[src/rtl/wb_arb_pkg.sv]
// Shared types and constants for the two-master Wishbone arbiter.
package wb_arb_pkg;

   typedef enum logic [1:0] {
      IDLE = 2'd0,
      GNT0 = 2'd1,
      GNT1 = 2'd2
   } arb_state_e;

   localparam int M_CPU = 0;
   localparam int M_DMA = 1;

   localparam int DEF_TIMEOUT_CYCLES = 255;

endpackage

[src/rtl/wb_arbiter_2m_timeout.sv]
// Bus watchdog: counts stalled strobe cycles and forces a one-cycle error.
// Used by wb_arbiter_2m only when WB_ARB_TIMEOUT_EN is defined.
module wb_arb_timeout
   import wb_arb_pkg::*;
#(
   parameter int TIMEOUT_CYCLES = DEF_TIMEOUT_CYCLES
) (
   input  logic clk,
   input  logic rst_n,
   input  logic stb,
   input  logic ack,
   input  logic clear,
   output logic err
);

   localparam int CW = $clog2(TIMEOUT_CYCLES + 1);
   localparam logic [CW-1:0] LAST = CW'(TIMEOUT_CYCLES - 1);

   logic [CW-1:0] cnt_q;

   // a same-cycle ack takes priority over the forced error
   assign err = stb & ~ack & (cnt_q == LAST);

   always_ff @(posedge clk or negedge rst_n) begin
      if (!rst_n) begin
         cnt_q <= '0;
      end else if (clear | ack | err) begin
         cnt_q <= '0;
      end else if (stb) begin
         cnt_q <= cnt_q + 1'b1;
      end
   end

endmodule

[src/rtl/wb_arbiter_2m.sv]
// Two-master Wishbone classic round-robin arbiter with direct hand-off.
// Define WB_ARB_TIMEOUT_EN to enable the bus-timeout watchdog.
module wb_arbiter_2m
   import wb_arb_pkg::*;
#(
   parameter int AW             = 32,
   parameter int DW             = 32,
   parameter int TIMEOUT_CYCLES = DEF_TIMEOUT_CYCLES
) (
   input  logic          wb_clk_i,
   input  logic          wb_rst_ni,
   input  logic [AW-1:0] m0_adr_i,
   input  logic [DW-1:0] m0_dat_i,
   output logic [DW-1:0] m0_dat_o,
   input  logic          m0_we_i,
   input  logic          m0_stb_i,
   input  logic          m0_cyc_i,
   input  logic [DW/8-1:0] m0_sel_i,
   output logic          m0_ack_o,
   output logic          m0_err_o,
   input  logic [AW-1:0] m1_adr_i,
   input  logic [DW-1:0] m1_dat_i,
   output logic [DW-1:0] m1_dat_o,
   input  logic          m1_we_i,
   input  logic          m1_stb_i,
   input  logic          m1_cyc_i,
   input  logic [DW/8-1:0] m1_sel_i,
   output logic          m1_ack_o,
   output logic          m1_err_o,
   output logic [AW-1:0] s_adr_o,
   output logic [DW-1:0] s_dat_o,
   output logic [DW/8-1:0] s_sel_o,
   output logic          s_we_o,
   output logic          s_stb_o,
   output logic          s_cyc_o,
   input  logic [DW-1:0] s_dat_i,
   input  logic          s_ack_i,
   output logic [1:0]    grant_o
);

   if (TIMEOUT_CYCLES < 2) begin : g_bad_tmo
      $error("TIMEOUT_CYCLES must be at least 2");
   end

   arb_state_e state_q, state_d;
   logic       last_q;
   logic       ack;
   logic       tmo_err;

   always_ff @(posedge wb_clk_i or negedge wb_rst_ni) begin
      if (!wb_rst_ni) begin
         state_q <= IDLE;
         last_q  <= 1'b1;
      end else begin
         state_q <= state_d;
         if (state_d == GNT0) begin
            last_q <= 1'b0;
         end else if (state_d == GNT1) begin
            last_q <= 1'b1;
         end
      end
   end

   always_comb begin
      state_d = state_q;
      case (state_q)
         IDLE: begin
            if (m0_cyc_i && m1_cyc_i) begin
               state_d = last_q ? GNT0 : GNT1;
            end else if (m0_cyc_i) begin
               state_d = GNT0;
            end else if (m1_cyc_i) begin
               state_d = GNT1;
            end
         end
         GNT0: begin
            if (!m0_cyc_i) begin
               state_d = m1_cyc_i ? GNT1 : IDLE;
            end
         end
         GNT1: begin
            if (!m1_cyc_i) begin
               state_d = m0_cyc_i ? GNT0 : IDLE;
            end
         end
         default: state_d = IDLE;
      endcase
   end

   always_comb begin
      grant_o = '0;
      s_adr_o = '0;
      s_dat_o = '0;
      s_sel_o = '0;
      s_we_o  = 1'b0;
      s_stb_o = 1'b0;
      s_cyc_o = 1'b0;
      case (state_q)
         GNT0: begin
            grant_o[M_CPU] = 1'b1;
            s_adr_o = m0_adr_i;
            s_dat_o = m0_dat_i;
            s_sel_o = m0_sel_i;
            s_we_o  = m0_we_i;
            s_stb_o = m0_stb_i;
            s_cyc_o = m0_cyc_i;
         end
         GNT1: begin
            grant_o[M_DMA] = 1'b1;
            s_adr_o = m1_adr_i;
            s_dat_o = m1_dat_i;
            s_sel_o = m1_sel_i;
            s_we_o  = m1_we_i;
            s_stb_o = m1_stb_i;
            s_cyc_o = m1_cyc_i;
         end
         default: ;
      endcase
   end

   // stray acks outside an active strobe never reach a master
   assign ack = s_ack_i & s_stb_o;

   assign m0_ack_o = ack & grant_o[M_CPU];
   assign m1_ack_o = ack & grant_o[M_DMA];
   assign m0_dat_o = s_dat_i;
   assign m1_dat_o = s_dat_i;

`ifdef WB_ARB_TIMEOUT_EN
   logic tmo_clear;

   assign tmo_clear = (state_q == IDLE) | (state_d != state_q);

   wb_arb_timeout #(
      .TIMEOUT_CYCLES(TIMEOUT_CYCLES)
   ) u_timeout (
      .clk   (wb_clk_i),
      .rst_n (wb_rst_ni),
      .stb   (s_stb_o),
      .ack   (ack),
      .clear (tmo_clear),
      .err   (tmo_err)
   );
`else
   assign tmo_err = 1'b0;
`endif

   assign m0_err_o = tmo_err & grant_o[M_CPU];
   assign m1_err_o = tmo_err & grant_o[M_DMA];

endmodule

[config.mk]
export PLATFORM = sky130hd
export DESIGN_NAME = wb_arbiter_2m
export DESIGN_NICKNAME = d
export VERILOG_FILES = /design/src/rtl/wb_arb_pkg.sv /design/src/rtl/wb_arbiter_2m_timeout.sv /design/src/rtl/wb_arbiter_2m.sv
export SDC_FILE = /design/constraint.sdc
export NUM_CORES = 1
export LEC_CHECK = 0
export ABC_AREA = 1
export BUFFER_PORTS_ARGS = -buffer_cell sky130_fd_sc_hd__buf_4
export CAP_MARGIN = 0
export CORE_AREA = 2 2 124 126
export CTS_CLUSTER_DIAMETER = 60
export DETAILED_ROUTE_END_ITERATION = 6
export DIE_AREA = 0 0 126 128
export HOLD_SLACK_MARGIN = 0.05
export PLACE_DENSITY = 0.5
export SLEW_MARGIN = 10
export SYNTH_ARGS = -nofsm -noshare
export SYNTH_HDL_FRONTEND = slang
export SYNTH_SLANG_ARGS = --single-unit
[constraint.sdc]
create_clock -name wb_clk_i -period 2.66 [get_ports wb_clk_i]
set_input_delay 0.266 -clock wb_clk_i [delete_from_list [all_inputs] [get_ports wb_clk_i]]
set_output_delay 0.266 -clock wb_clk_i [all_outputs]
set_load 0.03 [all_outputs]
* Word-level counts from Yosys, hierarchy flattened *
Index checks and enable logic that the tools add are counted.

word-level totals
  register bits = 3
  bits in latches = 0
  bits in writable memories = 0
  bits in read-only memories = 0
  bits of input ports = 177
  output and inout port bits = 141
  logic and storage cells = 31
  memories kept = 0

operators by class
  add/subtract/negate cells = 0
  $mul = 0
  divide/modulo/power cells = 0
  $lt $le $gt $ge = 0
  equality and inequality tests = 4
  shift-type cells = 0
  mux-type cells = 19
  bitwise gates (word level) = 3
  reduce and logical (&&, ||, !) cells = 3

operators by type and width
  kind                                                             number
  32-bit case mux with 2 select lines                              2
  2-bit 2-to-1 mux                                                 7
  4-bit case mux with 2 select lines                               1
  1-bit case mux with 2 select lines                               3
  2-bit case mux with 3 select lines                               1
  1-bit 2-to-1 mux                                                 5
  2-bit by 1-bit == test with 1-bit output, second input constant  2
  2-bit == test, second input constant                             2
  1-bit bitwise AND                                                3
  2-bit logical NOT                                                1
  2-bit nonzero test                                               1
  1-bit logical AND                                                1

* Logic depth before layout (Yosys ltp) *
  depth after elaboration = 7
  mapped depth = 11
  depth with buffers taken out = 10

* Least setup slack after synthesis *
OpenSTA, ideal clock, no wires.

  path kind = register to output
  start = register state_q[0]
  end = output port m0_ack_o
  data arrival time = 2.017 ns
  data required time = 2.394 ns
  setup slack = 0.377 ns
  cell stages (with the launch flop) = 8
  buffers on the path = 1
  cell sequence = dfrtp_1 inv_1 ha_1 buf_4 nand2_1 a21oi_2 nand2_1 nor2_1

between the ends
  longest elaborated chain between the ends = 4
  elaborated cells on any way between the ends = 6
  classes of those cells = eq/ne: 2; mux: 2; bitwise: 2

RTL lines
  item                                                                       line                  source
  start, declared                                                            wb_arbiter_2m.sv:45   arb_state_e state_q, state_d;
  start signal, assigned                                                     wb_arbiter_2m.sv:55   state_q <= state_d;
  2-bit == test or 2-bit by 1-bit == test with 1-bit output (tied branches)  wb_arbiter_2m.sv:98   case (state_q)
  1-bit case mux with 2 select lines (*)                                     wb_arbiter_2m.sv:98
  named net s_stb_o                                                          wb_arbiter_2m.sv:34   output logic s_stb_o,
  1-bit bitwise AND (*)                                                      wb_arbiter_2m.sv:122  assign ack = s_ack_i & s_stb_o;
  1-bit bitwise AND (*)                                                      wb_arbiter_2m.sv:124  assign m0_ack_o = ack & grant_o[M_CPU];
  end, declared                                                              wb_arbiter_2m.sv:19   output logic m0_ack_o,

Mark *: on every way through the listed nets, which the timed path passes. The rest lies on a longest branch.

* Worst setup path in the final report *
  start = register state_q[1]
  end = output port m1_ack_o

between the ends
  longest elaborated chain between the ends = 4
  elaborated cells on any way between the ends = 6
  classes of those cells = eq/ne: 2; mux: 2; bitwise: 2

RTL lines
  item                                                                       line                  source
  2-bit == test or 2-bit by 1-bit == test with 1-bit output (tied branches)  wb_arbiter_2m.sv:98
  1-bit case mux with 2 select lines                                         wb_arbiter_2m.sv:98
  1-bit bitwise AND                                                          wb_arbiter_2m.sv:122
  1-bit bitwise AND (*)                                                      wb_arbiter_2m.sv:125  assign m1_ack_o = ack & grant_o[M_DMA];
  end, declared                                                              wb_arbiter_2m.sv:28   output logic m1_ack_o,

Mark *: on every way between the ends. The rest lies on a longest branch, timed or not.

==> results.tsv <==
stage	metric	value	unit
logic_synthesis	synth-seq-cells	3	
floorplan	die_w	126	um
finish	n_antenna_cell	0	
routing	wl_per_cell	13.0	um
routing	routed_wirelength	8.75	mm
grt	grt_pass1_vias	2464	
power	sequentialPowerShare	3.2	%
routing	vias	2556	
grt	met2_usage	15.5	%
finish	area_growth_syn_to_layout	78.7	%
clock_tree	cts_tree	done	
floorplan	start_util	12.1	%
floorplan	io_pins	318	
clock_tree	post_cts_resized	0	
routing	drt_iter0_markers	126	
clock_tree	clk_latency	0.22	ns
logic_synthesis	yosysTopAreaCell	nand2_1	
clock_tree	cts-buffers-inserted	3	
power	switchingPower	1.89	mW
timing	finClkSkew	0.00109	ns
power	fin_total_pwr	3.07	mW
outcome	outcome	finished clean	
clock_tree	clock_sinks	3	
setup_path	reg2reg_slack	0.65	ns
setup_path	reg2reg_depth	10	
finish	num-fill-cells	1747	
floorplan	core	14900	um2
finish	finalNetCount	671	
logic_synthesis	synth_top_area_share	32.5	%
power	p_leak	1.57	nW
timing	slew_violations	0	
setup_path	worstReg2RegStart	state_q[1]	
logic_synthesis	syn_area_per_cell	5.22	um2
finish	register_area	76.3	um2
grt	grt_busiest_layer	met2	
grt	grt_use_total	9.88	%
setup_path	critPathMaxFanout	40	
setup_path	crit_type	flop to output pin	
clock_tree	clock_path_buffers	2	
logic_synthesis	syn_inst	345	
clock_tree	clkTransAtPathRegs	0.03	ns
placement	routabilityCongestion	0.699	
clock_tree	cts_max_level	1	
finish	drive_gt1_share	48.3	%
routing	ant_nets	0	
worst_hold_path	hp-class	input port to asynchronous set/reset pin	
power	clkPwrFrac	7.8	%
timing	timing.final.crit_share	82.5	%
routing	vias_per_cell	3.79	
placement	portBuffers	219	
setup_path	end_kind	output pin	
timing	fin_ws	0.465	ns
power	switching_share	61.5	%
grt	antenna_found_initial	0	
setup_path	worstSetupStartpoint	state_q[1]	
power	combPwrFrac	89.0	%
grt	grt_first_pass_wirelength	13.1	mm
logic_synthesis	ys_seq_area_share	4.24	%
clock_tree	cts_root_buf	clkbuf_16	
routing	drc_errors	0	
setup_path	endpoint	m1_ack_o	
routing	firstDrtPassIters	4	
logic_synthesis	syn-cell-area	1800	um2
power	ir_drop	0.636	mV
timing	rsz0062_at_grt	no	
setup_path	required	2.39	ns
timing	period_needed	2.19	ns
timing	fmax	456	MHz
logic_synthesis	ys_types	16	
placement	dp_hpwl	6.99	mm
finish	multi_input_area	1090	um2
floorplan	core.rowCount	45	
setup_path	startpoint_type	flop	
setup_path	r2r_end	last_q	
grt	grt_max_degree	41	
placement	dp_worst_setup_slack	0.638	ns
logic_synthesis	ys_warn_count	0	
logic_synthesis	yosys-top-cells-area	nand2_1 33%, buf_4 29%, a21oi_1 20%	
timing	fin_setup_tns	0	ns
flow_run	max_cap_violations	0	
floorplan	die_h	128	um
grt	use_met3	3.96	%
placement	dpl.cell_count	670	
timing	hold_viol	0	
floorplan	die_area	16100	um2
timing	finalSetupViolCount	0	
finish	fin_cells	675	
setup_path	crit_arrival	1.93	ns
grt	grt_use_met1	12.2	%
power	p_int	1.18	mW
grt	overflow	0	
power	p_per_area	953	nW/um2
==> repair_timing <==
action / CTS / global route
hold buffers: 1 / 0
endpoints found under the hold margin: 3 / 0
setup buffers: 0 / 0
==> layout by cell type, fill, tap and decap left out <==
cell and count:
buf_12 1, dfstp_2 1, nand3_1 3, o21ai_0 2, buf_4 224, clkbuf_16 3
conb_1 2, ha_1 4, nand2_1 156, inv_2 2, dlygate4sd3_1 1, inv_1 6
a21oi_1 72, a21oi_2 2, ha_2 2, nor2_1 3, dfrtp_1 2, clkbuf_1 1
==> synthesized netlist by cell type <==
cell,number
a21oi_2,2
a21oi_1,72
buf_6,1
nand3_1,3
inv_2,2
conb_1,1
dfrtp_1,2
inv_1,6
dfstp_2,1
nor2_1,3
buf_4,69
buf_2,13
clkbuf_1,6
ha_1,6
o21ai_0,2
nand2_1,156
==> logic make-up (layout without fill, tap and decap cells) <==
kind of cell               after synthesis  in the layout  synth area share [%]
DFF                                      3              3                  4.24
other                                    1              2                 0.208
adders and majority gates                6              6                  4.17
and+or+nand+nor                        162            162                  34.0
AOI/OAI and AO/OA                       76             76                  21.5
buffers and inverters                   97            238                  35.9
==> critical path: stages (launching register included) <==
cell     delay [ns]
dfrtp_1        0.41
inv_1          0.12
ha_2           0.18
buf_4          0.35
nand2_1        0.12
a21oi_2        0.17
nand2_1        0.08
nor2_1         0.10
buf_4          0.16
==> registers in the layout, indices dropped and copies added, names as in the netlist <==
register / cells
state_q: 2
last_q: 1
==> cell type report <==
class	count	area share, %
clock buffers	4	2.45
inverters	8	0.933
multi-input cells	246	33.8
flip-flops and latches	3	2.37
well taps	188	7.31
repair buffers	226	53.2
==> worst min path at each step <==
stage	to	slack, ns	depth (start not counted)
final	state_q[1]	0.38	2
after global routing	state_q[1]	0.40	2
after CTS	state_q[1]	0.37	2
after detailed placement	state_q[1]	0.06	1
after global placement	state_q[1]	0.06	1
after floorplan	state_q[0]	-0.03	0
==> power by group through the flow <==
stage               clock network (mW)  registers (mW)  logic [mW]
CTS                              0.242          0.0986        2.78
detailed placement                   0          0.0992        2.77
global route                     0.253           0.103        2.98
floorplan                            0          0.0921        1.94
finish                           0.240          0.0982        2.73
global placement                     0          0.0980        2.78
==> metal layers <==
layer	wire, um	vias to the layer above
li1	-	1302
met1	3680	1082
met2	3780	136
met3	973	36
met4	320	0
met5	0	-
==> metrics by stage <==
| stage | utilization (%) | area [um2] | hold WS, ns |
|---|---|---|---|
| floorplan | - | 1810 | -0.0296 |
| global placement | 21.1 | 3130 | 0.0603 |
| detailed placement | 21.1 | 3130 | 0.0644 |
| CTS | 21.7 | 3220 | 0.371 |
| global route | 21.7 | 3220 | 0.405 |
| finish | 21.7 | 3220 | 0.383 |
(Power assumes the default switching activity.)
